<file path="src/rtl/sdram_arb_pkg.sv">
// Shared port indices, FSM encoding and helpers for the SDRAM port arbiter.
// No logic of its own.
// No flow control.
package sdram_arb_pkg;

    localparam int NPORTS = 3;

    localparam logic [1:0] PORT_VIDEO = 2'd0;
    localparam logic [1:0] PORT_CPU   = 2'd1;
    localparam logic [1:0] PORT_DMA   = 2'd2;

    localparam logic [1:0] ST_IDLE = 2'd0;
    localparam logic [1:0] ST_BUSY = 2'd1;
    localparam logic [1:0] ST_DONE = 2'd2;

    function automatic logic [NPORTS-1:0] port_onehot(input logic [1:0] p);
        port_onehot = NPORTS'(1) << p;
    endfunction

endpackage

</file>
<file path="src/rtl/sdram_arb_pick.sv">
// Winner select: video by priority under a burst cap, CPU/DMA round-robin.
// Purely combinational, zero latency.
// No flow control; the caller decides when the pick is consumed.
module sdram_arb_pick
    import sdram_arb_pkg::*;
#(
    parameter int VID_BURST = 4
) (
    input  logic [NPORTS-1:0] req,
    input  logic [1:0]        rr_last,
    input  logic [3:0]        vid_cnt,
    output logic [1:0]        win,
    output logic              win_vld
);

    localparam logic [3:0] VID_CAP = 4'(VID_BURST);

    logic low_pend;

    always_comb begin
        low_pend = req[PORT_CPU] | req[PORT_DMA];
        win_vld  = |req;
        win      = PORT_VIDEO;
        if (req[PORT_VIDEO] && (!low_pend || vid_cnt < VID_CAP)) begin
            win = PORT_VIDEO;
        end else if (rr_last == PORT_CPU) begin
            // DMA is next in the rotation; fall back to CPU if DMA is idle
            win = req[PORT_DMA] ? PORT_DMA : PORT_CPU;
        end else begin
            win = req[PORT_CPU] ? PORT_CPU : PORT_DMA;
        end
    end

endmodule

</file>
<file path="src/rtl/sdram_port_arbiter.sv">
// Shares one SDRAM controller port between video, CPU and SPI/DMA masters.
// Latency: req to sd_req 1 clk; sd_ack to ack 1 clk; one transaction outstanding.
// Backpressure: masters hold req until their ack; the controller paces via sd_ack.
module sdram_port_arbiter
    import sdram_arb_pkg::*;
#(
    parameter int ADDR_W    = 24,
    parameter int VID_BURST = 4
) (
    input  logic                       clk,
    input  logic                       reset_n,
    input  logic [NPORTS-1:0]          req,
    input  logic [NPORTS-1:0]          we,
    input  logic [NPORTS*ADDR_W-1:0]   addr,
    input  logic [NPORTS*32-1:0]       wdata,
    input  logic [NPORTS*4-1:0]        bytesel,
    output logic [NPORTS-1:0]          ack,
    output logic [31:0]                rdata,
    output logic                       sd_req,
    output logic                       sd_we,
    output logic [ADDR_W-1:0]          sd_addr,
    output logic [31:0]                sd_wdata,
    output logic [3:0]                 sd_bytesel,
    input  logic                       sd_ack,
    input  logic [31:0]                sd_rdata,
    output logic [1:0]                 grant
);

    localparam logic [3:0] VID_CAP = 4'(VID_BURST);

    logic [1:0] state;
    logic [1:0] rr_last;
    logic [3:0] vid_cnt;
    logic [1:0] win;
    logic       win_vld;
    logic       low_pend;

    assign low_pend = req[PORT_CPU] | req[PORT_DMA];

    sdram_arb_pick #(
        .VID_BURST(VID_BURST)
    ) u_pick (
        .req     (req),
        .rr_last (rr_last),
        .vid_cnt (vid_cnt),
        .win     (win),
        .win_vld (win_vld)
    );

    always_ff @(posedge clk or negedge reset_n) begin
        if (!reset_n) begin
            state      <= ST_IDLE;
            rr_last    <= PORT_DMA;
            vid_cnt    <= '0;
            ack        <= '0;
            rdata      <= '0;
            sd_req     <= 1'b0;
            sd_we      <= 1'b0;
            sd_addr    <= '0;
            sd_wdata   <= '0;
            sd_bytesel <= '0;
            grant      <= PORT_VIDEO;
        end else begin
            ack <= '0;
            case (state)
                ST_IDLE: begin
                    if (!low_pend) begin
                        vid_cnt <= '0;
                    end
                    if (win_vld) begin
                        sd_req     <= 1'b1;
                        grant      <= win;
                        sd_we      <= we[win];
                        sd_addr    <= addr[int'(win)*ADDR_W +: ADDR_W];
                        sd_wdata   <= wdata[int'(win)*32 +: 32];
                        sd_bytesel <= bytesel[int'(win)*4 +: 4];
                        state      <= ST_BUSY;
                        if (win == PORT_VIDEO) begin
                            // streak only counts while a low-priority port is starved
                            if (low_pend && vid_cnt < VID_CAP) begin
                                vid_cnt <= vid_cnt + 4'd1;
                            end
                        end else begin
                            vid_cnt <= '0;
                            rr_last <= win;
                        end
                    end
                end
                ST_BUSY: begin
                    if (sd_ack) begin
                        sd_req <= 1'b0;
                        rdata  <= sd_rdata;
                        ack    <= port_onehot(grant);
                        state  <= ST_DONE;
                    end
                end
                ST_DONE: begin
                    // requests are deliberately not sampled here
                    grant <= PORT_VIDEO;
                    state <= ST_IDLE;
                end
                default: begin
                    state <= ST_IDLE;
                end
            endcase
        end
    end

endmodule

</file>
<file path="config.mk">
export PLATFORM = sky130hd
export DESIGN_NAME = sdram_port_arbiter
export DESIGN_NICKNAME = d
export VERILOG_FILES = /design/src/rtl/sdram_arb_pkg.sv /design/src/rtl/sdram_arb_pick.sv /design/src/rtl/sdram_port_arbiter.sv
export SDC_FILE = /design/constraint.sdc
export NUM_CORES = 1
export LEC_CHECK = 0
export CORE_MARGIN = 1.5
export CORE_UTILIZATION = 35
export CTS_BUF_LIST = sky130_fd_sc_hd__clkbuf_8
export DETAILED_ROUTE_END_ITERATION = 8
export PLACE_DENSITY = 0.78
export SYNTH_ARGS = -nofsm -noshare
export SYNTH_HDL_FRONTEND = slang
export SYNTH_SLANG_ARGS = --single-unit
</file>
<file path="constraint.sdc">
create_clock -name clk -period 1.35 [get_ports clk]
set_input_delay 0.135 -clock clk [delete_from_list [all_inputs] [get_ports clk]]
set_output_delay 0.135 -clock clk [all_outputs]
set_load 0.01 [all_outputs]
</file>
==> results.cfg <==
[run_status]
status = finished with violations
violations = setup timing

[synthesis]
ys_ff_latch = 107
netlist_top_cells_count = 106 x dfrtp_1, 102 x nand2_1, 67 x o21ai_0
yosysUniqueCellTypes = 29
yosysWarningCount = 0
netlist_instances = 533
synth_edf_count = 0
ys.flop_type = dfrtp_1
syn-mean-instance-area_um2 = 10.2
yosys.area.top_type_share = 0.489
post-synth-top-count-cell = dfrtp_1
synth-seq-area-share = 0.494
synth_top_area_cell = dfrtp_1
syn_nets = 755
ys_top_cells_by_area = dfrtp_1 49%, mux2i_1 11%, nand4b_1 9.9%, nand2_1 7.1%, o21ai_0 6.2%
syn_area_um2 = 5420
async_flop_share = 1.00

[drt]
routed_wl_um = 21200
vias_per_cell = 5.24
ant_nets = 0
vias = 5611
drtPass1Iterations = 6
drtIter0Drc = 250
drc = 0
wl_per_cell_um = 19.8

[setup_path]
worstReg2RegStart = rr_last[1]$_DFFE_PN1P_
slowest_delay_ns = 0.57
cp_data_arrival_time_ns = 1.86
cpLargestDelayFamily = flip-flops
worst_r2r_path_depth = 7
critPathBufInv = 3
worst-setup-path-type = reg2reg
crit_path_frequent_cell = buf_12
rr_endpoint = sd_wdata[31]$_DFFE_PN0P_
endpoint = sd_wdata[31]$_DFFE_PN0P_
cp_cell_sequence = nor3b_2, a21oi_4, buf_12, buf_12, buf_12, mux2i_1, a21oi_1
critPathRequiredTime_ns = 1.62
crit_path_end_kind = flop
path_depth = 7
cp_slowest_cell = dfstp_2
crit_path_start_kind = flop
startpoint = rr_last[1]$_DFFE_PN1P_
critPathMaxFanout = 6
ff2ff_setup_slack_ns = -0.24

[finish]
drive_above_1_share = 0.151
fin_area_um2 = 9810
post-route-util = 0.648
fin_nets = 1100
n_antenna_cell = 0
area_growth_pct = 81.0

[timing]
whs_ns = 0.261
period_needed_ns = 1.59
final_hold_viol_count = 0
slew_headroom = 0.695
max_freq_ghz = 0.630
setup_viol = 64
tightest_slew_ns = 0.457
worst_slack_ns = -0.237
finClkSkew_ns = 0.00884
rsz0062_at_grt = true
fin_crit_sh = 1.18
drv_slew = 0

[die]
die_y_um = 127
core_area_um2 = 15100
die-area_um2 = 16200
std_cell_rows = 45
pin_count = 320
start_util = 0.358
die_x_um = 127

[placed_design]
dp.final_hpwl_um = 13900
dpl_worst_slack_ns = -0.432
port_buffers = 319
placed_area_um2 = 9040
gp_congestion = 0.805

[clock_tree]
cts_buffers = 9
htreeDepth = 3
clk_latency_ns = 0.39
clockBufferDepth = 2
clkSinkCount = 107
clockRootBuffer = clkbuf_8
cts_tree = built
clk_pin_slew_ns = 0.11

[power_and_ir_drop]
powerDensity_nw_per_um2 = 1940
leakagePower_nw = 4.25
irDropWorstVdd_mv = 1.01
finalPower_mw = 19.1

[global_routing]
grt_max_degree = 66
grt_overflow_total = 0
grt_pass1_wl_um = 31300
first_global_vias = 5834
antenna_found_initial = 0
grt_usage = 0.249

[flow_run]
max_cap_viol_count = 0

[worst_hold_path]
hp-class = in2reg
cells in the final DEF, fill, tap and decap left out, types with 4 or more instances in the layout:
| master | synthesis | final |
|---|---|---|
| buf_6 | 8 | 6 |
| mux2i_4 | 0 | 8 |
| a21oi_2 | 14 | 16 |
| buf_16 | 0 | 4 |
| o21ai_0 | 67 | 65 |
| a21oi_1 | 49 | 46 |
| nand4b_1 | 61 | 61 |
| clkbuf_8 | 0 | 9 |
| buf_12 | 0 | 17 |
| nand2_1 | 102 | 99 |
| clkbuf_16 | 0 | 5 |
| bufinv_16 | 0 | 4 |
| mux2i_2 | 0 | 10 |
| clkdlybuf4s50_1 | 0 | 218 |
| buf_4 | 0 | 27 |
| mux2i_1 | 61 | 43 |
| dlygate4sd2_1 | 0 | 99 |
| dfrtp_1 | 106 | 104 |
power breakdown:
group | switching, mW | internal [mW]
Clock | 1.20 | 1.42
Combinational | 5.37 | 5.59
Sequential | 0.759 | 4.71
Total | 7.33 | 11.7
worst min-delay path by stage:
stage	startpoint	endpoint	cells past startpoint
final	sd_rdata[10]	rdata[10]$_DFFE_PN0P_	3
after detailed placement	reset_n	sd_wdata[29]$_DFFE_PN0P_	2
after floorplan	reset_n	ack[0]$_DFF_PN0_	0
after CTS	req[0]	sd_req$_DFFE_PN0P_	4
after global placement	reset_n	sd_wdata[29]$_DFFE_PN0P_	2
after global routing	sd_rdata[28]	rdata[28]$_DFFE_PN0P_	3
what timing repair did:
action                                  4_1_cts  5_1_grt
endpoints found under the setup margin      165      101
gates cloned                                  6        7
endpoints found under the hold margin       106        0
hold buffers                                  1        0
buffers inserted                              5        4
pin swaps                                     4        9
gates resized for setup                     122       41
per-layer routing:
metal  wire, um  vias up  track usage
li1           -     2601            -
met1       8530     2688        0.300
met2      10300      284        0.422
met3       1830       38       0.0704
met4        505        0       0.0969
met5          0        -            0
logic make-up (layout without fill, tap and decap cells):
family / count (synthesis) / after routing / share of synthesized area
AOI/OAI and AO/OA: 136 / 136 / 0.143
buffers and inverters: 49 / 399 / 0.0593
adders and majority gates: 1 / 1 / 0.00231
muxes: 62 / 62 / 0.115
and+or+nand+nor: 178 / 178 / 0.187
DFF: 107 / 107 / 0.494
tightest hold or removal path, delay by kind of cell:
family / cells / cell delay, ns
buf+inv: 1 / 0.40
simple gates: 2 / 0.10
area by class of cell:
type                    instances  area [um2]
multi-input cells             377        2660
well taps                     188         235
clock buffers                   9         124
inverters                       3        11.3
flip-flops and latches        107        2680
repair buffers                380        3960
clock inverters                 7         141
fillers                      1266        5330
state kept, by name (all words and copies together), names as in the netlist:
| name | count |
|---|---|
| ack | 3 |
| grant | 2 |
| rdata | 32 |
| rr_last | 2 |
| sd_addr | 24 |
| sd_bytesel | 4 |
| sd_req | 1 |
| sd_wdata | 32 |
| sd_we | 1 |
| state | 2 |
| vid_cnt | 4 |
metrics by stage:
| stage | TNS [ns] | cells |
|---|---|---|
| 2_1_floorplan | -3.02 | 533 |
| 3_3_place_gp | -22.61 | 1034 |
| 3_5_place_dp | -23.66 | 1034 |
| 4_1_cts | -11.03 | 1062 |
| 5_1_grt | -15.23 | 1071 |
| 6_report | -10.85 | 1071 |
Power figures use the tool's default switching activity.
